File: src/rtl/add_share_ctrl.sv
// rtl/add_share_ctrl.sv - two-requester adder that time-shares one 8-bit carry-lookahead slice
module add_share_ctrl #(
   parameter int NSLICE = 4
) (
   input  logic                clk,
   input  logic                rst_n,
   input  logic                req0_valid,
   input  logic [8*NSLICE-1:0] req0_A,
   input  logic [8*NSLICE-1:0] req0_B,
   output logic                req0_ready,
   input  logic                req1_valid,
   input  logic [8*NSLICE-1:0] req1_A,
   input  logic [8*NSLICE-1:0] req1_B,
   output logic                req1_ready,
   output logic                res_valid,
   input  logic                res_ready,
   output logic                res_id,
   output logic [8*NSLICE:0]   res_S,
   output logic                busy
);

   localparam int W  = 8 * NSLICE;
   localparam int KW = (NSLICE > 1) ? $clog2(NSLICE) : 1;
   localparam logic [KW-1:0] K_LAST = KW'(NSLICE - 1);

   typedef enum logic [1:0] {
      S_IDLE,
      S_ADD,
      S_DONE
   } state_t;

   state_t        r_state;
   state_t        w_next;
   logic [W-1:0]  r_a;
   logic [W-1:0]  r_b;
   logic [W:0]    r_sum;
   logic          r_id;
   logic          r_last;
   logic          r_carry;
   logic [KW-1:0] r_k;

   logic          w_gnt_any;
   logic          w_gnt_id;
   logic          w_hs;
   logic [7:0]    w_sa;
   logic [7:0]    w_sb;
   logic [7:0]    w_g;
   logic [7:0]    w_p;
   logic [7:0]    w_ssum;
   logic [8:0]    w_c;

   // On a tie the requester that was not served last wins.
   assign w_gnt_any  = req0_valid | req1_valid;
   assign w_gnt_id   = (req0_valid & req1_valid) ? ~r_last : req1_valid;
   assign w_hs       = (r_state == S_IDLE) & w_gnt_any;
   assign req0_ready = w_hs & ~w_gnt_id;
   assign req1_ready = w_hs & w_gnt_id;

   assign res_valid = (r_state == S_DONE);
   assign busy      = (r_state != S_IDLE);
   assign res_id    = r_id;
   assign res_S     = r_sum;

   assign w_sa = 8'(r_a >> {r_k, 3'b000});
   assign w_sb = 8'(r_b >> {r_k, 3'b000});

   always_comb begin
      w_g    = w_sa & w_sb;
      w_p    = w_sa ^ w_sb;
      w_c    = '0;
      w_c[0] = r_carry;
      for (int i = 0; i < 8; i++) begin
         w_c[i+1] = w_g[i] | (w_p[i] & w_c[i]);
      end
      w_ssum = w_p ^ w_c[7:0];
   end

   always_comb begin
      w_next = r_state;
      case (r_state)
         S_IDLE: if (w_hs) w_next = S_ADD;
         S_ADD:  if (r_k == K_LAST) w_next = S_DONE;
         S_DONE: if (res_ready) w_next = S_IDLE;
         default: w_next = S_IDLE;
      endcase
   end

   always_ff @(posedge clk or negedge rst_n) begin
      if (!rst_n) begin
         r_state <= S_IDLE;
         r_a     <= '0;
         r_b     <= '0;
         r_sum   <= '0;
         r_id    <= 1'b0;
         r_last  <= 1'b1;
         r_carry <= 1'b0;
         r_k     <= '0;
      end else begin
         r_state <= w_next;
         case (r_state)
            S_IDLE: begin
               if (w_hs) begin
                  r_a     <= w_gnt_id ? req1_A : req0_A;
                  r_b     <= w_gnt_id ? req1_B : req0_B;
                  r_id    <= w_gnt_id;
                  r_last  <= w_gnt_id;
                  r_carry <= 1'b0;
                  r_k     <= '0;
               end
            end
            S_ADD: begin
               for (int i = 0; i < NSLICE; i++) begin
                  if (r_k == KW'(i)) r_sum[8*i +: 8] <= w_ssum;
               end
               if (r_k == K_LAST) r_sum[W] <= w_c[8];
               r_carry <= w_c[8];
               r_k     <= r_k + KW'(1);
            end
            default: ;
         endcase
      end
   end

endmodule

File: config.mk
export PLATFORM = sky130hd
export DESIGN_NAME = add_share_ctrl
export DESIGN_NICKNAME = d
export VERILOG_FILES = /design/src/rtl/add_share_ctrl.sv
export SDC_FILE = /design/constraint.sdc
export NUM_CORES = 1
export LEC_CHECK = 0
export ABC_AREA = 0
export CORE_UTILIZATION = 35
export DETAILED_ROUTE_END_ITERATION = 7
export PLACE_DENSITY = 0.76
export SLEW_MARGIN = 0
export SYNTH_ARGS = -nofsm -noshare
export SYNTH_HDL_FRONTEND = slang
export SYNTH_SLANG_ARGS = --single-unit
File: constraint.sdc
create_clock -name clk -period 4.2 [get_ports clk]
set_input_delay 0.84 -clock clk [delete_from_list [all_inputs] [get_ports clk]]
set_output_delay 0.84 -clock clk [all_outputs]
set_load 0.03 [all_outputs]
# Word-level counts from Yosys, hierarchy flattened
# Cells that the tools add are included.
# totals
regBits	104
output_inout_bits	38
latch_bits	0
ram_bits	0
rom_bits	0
in_bits	133
n_memories	0
# classes
addsub	1
n_eq_ne	8
multipliers	0
shift	2
n_lt_le_gt_ge	0
n_mux	11
bitwise_logic	26
reduce_logical	11
div	0
# ops
operator	n
$mux W32	2
$shr A32 B5 Y8	2
$xor A8 B8 Y8	2
$and A1 B1 Y1	12
$reduce_and A2 Y1	6
$or A1 B1 Y1	9
$and A8 B8 Y8	1
$mux W2	4
$eq A2 B2 Y1 const B	3
$pmux W2 S3	1
$eq A2 B1 Y1 const B	2
$logic_not A2 Y1	2
$ne A2 B2 Y1 const B	2
$pmux W2 S2	1
$reduce_bool A2 Y1	2
$reduce_and A3 Y1	1
$add A2 B1 Y2 const B	1
$mux W1	2
$ne A2 B1 Y1 const B	1
$not A1 Y1	2
$pmux W1 S2	1

# Longest topological paths before layout
# Gate-level depths: netlist of the first run.
# depth
word_depth	19
ltp_mapped	14
depth_no_buf	13

# Worst setup path before layout of the first run
# Ideal clock, no wire load.
# synth_timing
path_type	reg2reg
from	register r_k[0]
to	register r_sum[15] (netlist: res_S[15])
slack_ns	-0.112
path_stages_with_launch	15
setup_time_ns	0.087
period_less_slack_ns	4.312
arrival_ns	4.225
path_buffers	1
path_cell_list	dfrtp_1 -> buf_4 -> mux4_2 -> inv_1 -> fa_1 -> inv_1 -> fa_1 -> fa_1 -> fa_1 -> fa_1 -> fa_1 -> fa_1 -> inv_1 -> fa_1 -> o21ai_0
# synth_between
elab_chain_cells	17
elab_cells_between_ends	21
cone_classes	eq/ne: 1; shift: 2; bitwise: 17; reduce/logical: 1
# synth_rtl
item	line_no	text
from (decl)	40	logic [KW-1:0] r_k;
from (signal assigned)	117	r_k <= r_k + KW'(1);
$shr A32 B5 Y8, on equally long branches	64, 65	
$xor A8 B8 Y8	69	w_p = w_sa ^ w_sb;
$and A1 B1 Y1	73	w_c[i+1] = w_g[i] | (w_p[i] & w_c[i]);
$or A1 B1 Y1	73	
$and A1 B1 Y1	73	
$or A1 B1 Y1	73	
$and A1 B1 Y1	73	
$or A1 B1 Y1	73	
$and A1 B1 Y1	73	
$or A1 B1 Y1	73	
$and A1 B1 Y1	73	
$or A1 B1 Y1	73	
$and A1 B1 Y1	73	
$or A1 B1 Y1	73	
$and A1 B1 Y1	73	
$or A1 B1 Y1	73	
$xor A8 B8 Y8	75	w_ssum = w_p ^ w_c[7:0];
to (signal, indexed assignment)	113	if (r_k == KW'(i)) r_sum[8*i +: 8] <= w_ssum;
to (signal, indexed assignment)	115	if (r_k == K_LAST) r_sum[W] <= w_c[8];
to (decl)	36	logic [W:0] r_sum;
# Parallel ways exist; a longest one is shown, timed or not.
# A chain may end at the register's enable or synchronous reset.

# Worst setup path after layout of the first run
# layout_timing
from	register r_k[0]
to	register r_sum[31] (netlist: res_S[31])
# Same word-level chain as after synthesis.

==> results.yml, run 1 <==
floorplanning:
  io_pins: 171
  core_area_um2: 13900
  die_w_um: 121
  die_h_um: 121
  die-area_um2: 14700
  start_util: 0.358
  num_rows: 43
yosys:
  syn-num-nets: 517
  synth_cell_types: 27
  yosys_warnings: 0
  syn_inst: 372
  ys_seq_elements: 104
  seq_area_frac_synth: 0.524
  netlist_area_um2: 4970
  syn_area_per_cell_um2: 13.4
cells_and_area:
  nets: 676
  antennaDiodeCount: 0
  final_common_cell: "clkdlybuf4s50_1"
  areaGrowthSynthToFinish_pct: 43.8
  drive_gt1_frac: 0.155
  nFillCells: 1179
  final_cell_mix: "169 x clkdlybuf4s50_1, 102 x dfrtp_1, 64 x and3_1, 64 x a221o_1, 24 x mux2_2"
sta:
  max_freq_ghz: 0.243
  rsz0062_at_grt: "true"
  fin_crit_sh: 0.980
  setup_viol: 0
  maxSlewViolCount: 0
  slew_headroom: 0.324
  hold_viol: 0
  whs_ns: 0.482
  min_period_ns: 4.11
  worstMarginPinSlew_ns: 1.01
  finClkSkew_ns: 0.00604
clocking:
  postCtsHoldBufs: 0
  clock_path_buffers: 2
  htreeDepth: 3
  cts.root.buffer_cell: "clkbuf_16"
  cts_tree: "done"
  clock-sinks: 104
  clk-insertion-delay-late_ns: 0.33
  cts_buffers: 9
  clkSlewWorstSetupHoldPaths_ns: 0.06
detailed_routing:
  ant_nets: 0
  drt_iter0_markers: 246
  vias: 3874
  drt_first_pass_iters: 5
  avgViaCountPerCell: 5.43
  drt_wl_total_um: 14200
  wl_per_cell_um: 19.9
  drc: 0
critical_path:
  critPathLaunchType: "flop"
  worstPathRequired_ns: 4.45
  reg2reg_from: "r_k[0]"
  crit_start: "r_k[0]"
  crit_path_end_kind: "flop"
  r2r_cells: 13
  cp_max_fo: 5
  crit_type: "flop to flop"
  arrival_ns: 4.37
hold_path:
  hold_start: "res_S[16]"
  hp-class: "flop to flop"
  hold_depth: 2
pwr:
  p_total_mw: 6.09
  power.leakage_nw: 3.19
  switchingPower_mw: 2.37
  clock_power_share: 0.150
  intPower_mw: 3.72
  p_per_area_nw_per_um2: 852
  seq_power_share: 0.309
  p_comb_frac: 0.541
  ir_drop_mv: 0.413
  switching_share: 0.389
global_routing:
  antenna_found_initial: 0
  grt_max_degree: 81
  grt.overflow.total: 0
  grt_pass1_vias: 4092
  grt_pass1_wl_um: 22200
  grtUsageTotal: 0.204
flow_run:
  maxCapViolations: 0
placed_design:
  place_hpwl_um: 10900
  place_congestion: 0.823
  portBuffers: 170
status:
  outcome: "completed"
cells in the mapped netlist:
cell / instances / area share
ha_1: 4 / 0.010
and3_4: 1 / 0.0023
and2_1: 1 / 0.0013
nand2_1: 11 / 0.0083
a21o_1: 2 / 0.0030
o211ai_1: 1 / 0.0015
a221o_1: 64 / 0.13
buf_4: 2 / 0.0030
mux4_2: 16 / 0.073
dfrtp_1: 103 / 0.52
nand3b_1: 4 / 0.0060
inv_1: 12 / 0.0091
and3_1: 64 / 0.081
o21ai_2: 1 / 0.0018
mux2_2: 24 / 0.054
a21boi_1: 1 / 0.0015
nand2b_1: 3 / 0.0038
clkbuf_2: 1 / 0.0010
dfstp_2: 1 / 0.0053
o22ai_1: 2 / 0.0025
o21ai_0: 12 / 0.012
nor2_4: 1 / 0.0023
fa_1: 8 / 0.032
buf_2: 10 / 0.010
buf_6: 7 / 0.016
clkbuf_1: 14 / 0.011
nor2_1: 2 / 0.0015
power by group through the flow:
stage | Combinational [mW] | Sequential, mW | Clock (mW)
after global routing | 3.56 | 1.94 | 0.980
after detailed placement | 3.26 | 1.89 | 0
final | 3.30 | 1.88 | 0.914
after floorplan | 1.90 | 2.05 | 0
after global placement | 3.15 | 1.87 | 0
after CTS | 3.27 | 1.88 | 0.932
state kept, by name, summed over array words and instances, names as in the netlist:
signal / count
r_k: 2
r_b: 32
r_a: 32
r_state: 2
r_carry: 1
res_id: 1
r_last: 1
res_S: 33
through the flow:
step           cells   util  area (µm²)  TNS, ns  worst slack, ns
2_1_floorplan    372      -        4980        0           0.0255
3_3_place_gp     700  0.491        6810   -0.115          -0.0309
3_5_place_dp     700  0.491        6810   -0.245          -0.0755
4_1_cts          714  0.514        7140        0           0.0430
5_1_grt          714  0.515        7150   -0.107          -0.0329
6_report         714  0.515        7150        0           0.0859
final timing paths:
path,endpoint,slack (ns)
min in group asynchronous,r_a[4],0.67
max in group asynchronous,r_a[7],2.61
setup / recovery,res_S[31],0.09
hold / removal,res_S[16],0.48
setup reg to reg,res_S[31],0.09
hold reg to reg,res_S[16],0.48
what timing repair did:
| action | in CTS | in global routing |
|---|---|---|
| pin swaps | 1 | 5 |
| resized for setup | 2 | 7 |
| endpoints found under the setup margin | 4 | 4 |
| setup buffers | 0 | 0 |
cell type report:
cell class,count,area (µm²),area share
Sequential cell,104,2610,0.364
Tap cell,180,225,0.0315
Timing Repair Buffer,182,1790,0.250
Clock inverter,4,95.1,0.0133
Clock buffer,10,229,0.0320
Inverter,12,45.0,0.00630
Multi-Input combinational cell,222,2160,0.302
layer usage:
layer | vias up | part of all wire | routed length, µm | GRT usage
li1 | 1773 | - | - | -
met1 | 1922 | 0.42 | 5990 | 0.264
met2 | 163 | 0.50 | 7100 | 0.344
met3 | 16 | 0.066 | 934 | 0.0442
met4 | 0 | 0.015 | 208 | 0.0579
met5 | - | 0 | 0 | 0
worst max-delay path, stage by stage, from the launching register on:
cell	delay, ns
dfrtp_2	0.42
mux4_2	0.52
inv_2	0.07
fa_1	0.16
inv_1	0.05
fa_2	0.34
fa_2	0.41
fa_2	0.35
fa_2	0.35
fa_2	0.34
fa_2	0.34
inv_2	0.07
fa_2	0.46
o21ai_1	0.14
logic make-up after synthesis:
logic type,share of synthesized area
simple gates,0.106
mux,0.127
fa+ha+maj,0.0423
compound gates,0.151
flops,0.524
buf+inv,0.0496
Note: power is estimated with default switching activity, not from simulation.
==> inputs of run 2 (changes only) <==
--- a/config.mk
+++ b/config.mk
@@ -7,6 +7,8 @@
 export LEC_CHECK = 0
 export ABC_AREA = 0
 export CORE_UTILIZATION = 35
+export CTS_BUF_LIST = sky130_fd_sc_hd__clkbuf_2 sky130_fd_sc_hd__clkbuf_4 sky130_fd_sc_hd__clkbuf_8
+export CTS_CLUSTER_SIZE = 8
 export DETAILED_ROUTE_END_ITERATION = 7
 export PLACE_DENSITY = 0.76
 export SLEW_MARGIN = 0
==> results.yml, run 2 (same netlist as run 1, synthesis figures left out) <==
cells_and_area:
  seqCellArea_um2: 2610
  final_core_util: 0.508
  final_common_cell: "clkdlybuf4s50_1"
  nets: 676
  final_cell_mix: "169 x clkdlybuf4s50_1, 102 x dfrtp_1, 64 x and3_1, 64 x a221o_1, 24 x mux2_2"
  finalNonFillerCells: 714
  areaGrowthSynthToFinish_pct: 41.9
  antennaDiodeCount: 0
  drive_gt1_frac: 0.157
  nFillCells: 1186
  largest_reg_flops: 33
  multiInputGateArea_um2: 2160
sta:
  tns_ns: 0
  max_freq_ghz: 0.241
  maxSlewViolCount: 0
  finClkSkew_ns: 0.0120
  setup_viol: 0
  hold_viol: 0
  worstMarginPinSlew_ns: 1.01
  fin_ws_ns: 0.0480
  min_period_ns: 4.15
  slew_headroom: 0.325
  rsz0062_at_grt: "true"
  fin_crit_sh: 0.989
  whs_ns: 0.489
clocking:
  clock-sinks: 104
  htreeDepth: 3
  postCtsHoldBufs: 0
  cts.root.buffer_cell: "clkbuf_8"
  cts_tree: "done"
  cts_buffers: 9
  clkSlewWorstSetupHoldPaths_ns: 0.09
  postCtsSetupBuffers: 0
  clock_path_buffers: 2
  clk-insertion-delay-late_ns: 0.36
detailed_routing:
  drt_first_pass_iters: 4
  ant_nets: 0
  drt_iter0_markers: 225
  avgViaCountPerCell: 5.47
  drc: 0
  vias: 3907
  drt_wl_total_um: 14200
  wl_per_cell_um: 19.8
placed_design:
  place_congestion: 0.823
  dp_worst_setup_slack_ns: -0.0755
  place_hpwl_um: 10900
  portBuffers: 170
  dpl.cell_count: 700
pwr:
  p_per_area_nw_per_um2: 836
  power.leakage_nw: 3.14
  ir_drop_mv: 0.378
floorplanning:
  core_area_um2: 13900
  num_rows: 43
  start_util: 0.358
  die_h_um: 121
  die_w_um: 121
  io_pins: 171
  die-area_um2: 14700
status:
  outcome: "completed"
global_routing:
  grt_pass1_wl_um: 22000
  grt_pass1_vias: 4095
  grt.overflow.total: 0
  grtUsageTotal: 0.202
  grt_max_degree: 81
  antenna_found_initial: 0
hold_path:
  hp-class: "flop to flop"
critical_path:
  worstPathRequired_ns: 4.48
  crit_path_end_kind: "flop"
  cp_max_fo: 5
  critPathLaunchType: "flop"
  arrival_ns: 4.43
  crit_type: "flop to flop"
flow_run:
  maxCapViolations: 0
## run 2: cell counts in the layout (fill, tap and decap cells not counted)
Identical to the previous run, type by type.
## run 2: critical path: stages, from the launching register on
cell,delay [ns]
dfrtp_2,0.43
mux4_2,0.52
inv_2,0.07
fa_1,0.16
inv_1,0.05
fa_2,0.34
fa_2,0.40
fa_2,0.35
fa_2,0.37
fa_2,0.34
fa_2,0.34
inv_2,0.07
fa_2,0.47
o21ai_1,0.15
## run 2: metal layers
| layer | vias to the layer above | global-route usage | part of all wire |
|---|---|---|---|
| li1 | 1769 | - | - |
| met1 | 1941 | 0.258 | 0.42 |
| met2 | 178 | 0.342 | 0.50 |
| met3 | 19 | 0.0475 | 0.069 |
| met4 | 0 | 0.0602 | 0.019 |
| met5 | - | 0 | 0 |
## run 2: power by group
part           internal (mW)  total [mW]  switching, mW
Combinational           1.63        3.30           1.67
Sequential              1.51        1.88          0.369
Clock                  0.395       0.712          0.317
Total                   3.54        5.89           2.35
## run 2: area by class of cell
cell class,instances,share of cell area
inverters,12,0.00639
well taps,180,0.0319
multi-input cells,222,0.306
clock buffers,10,0.0186
clock inverters,4,0.0135
repair buffers,182,0.254
flip-flops and latches,104,0.369
## run 2: metrics by stage
step	cell area, µm²	total power [mW]
after detailed placement	6810	5.14
after global placement	6810	5.01
after global routing	7050	6.26
after floorplan	4980	3.94
final	7050	5.89
after CTS	7040	5.87
## run 2: repair_timing
| item | in CTS | in global routing |
|---|---|---|
| resized for setup | 2 | 7 |
| pin swaps | 1 | 6 |
| hold endpoints to repair | 0 | 0 |
| endpoints found under the setup margin | 4 | 4 |
## run 2: worst paths after layout
check,start,end,slack (ns),cells past startpoint
worst max register to register,r_k[0],res_S[31],0.05,13
worst max-delay path,r_k[0],res_S[31],0.05,13
worst min register to register,res_S[16],res_S[16],0.49,2
max in group asynchronous,rst_n,r_a[21],2.64,2
min in group asynchronous,rst_n,r_a[4],0.64,1
worst min-delay path,res_S[16],res_S[16],0.49,2
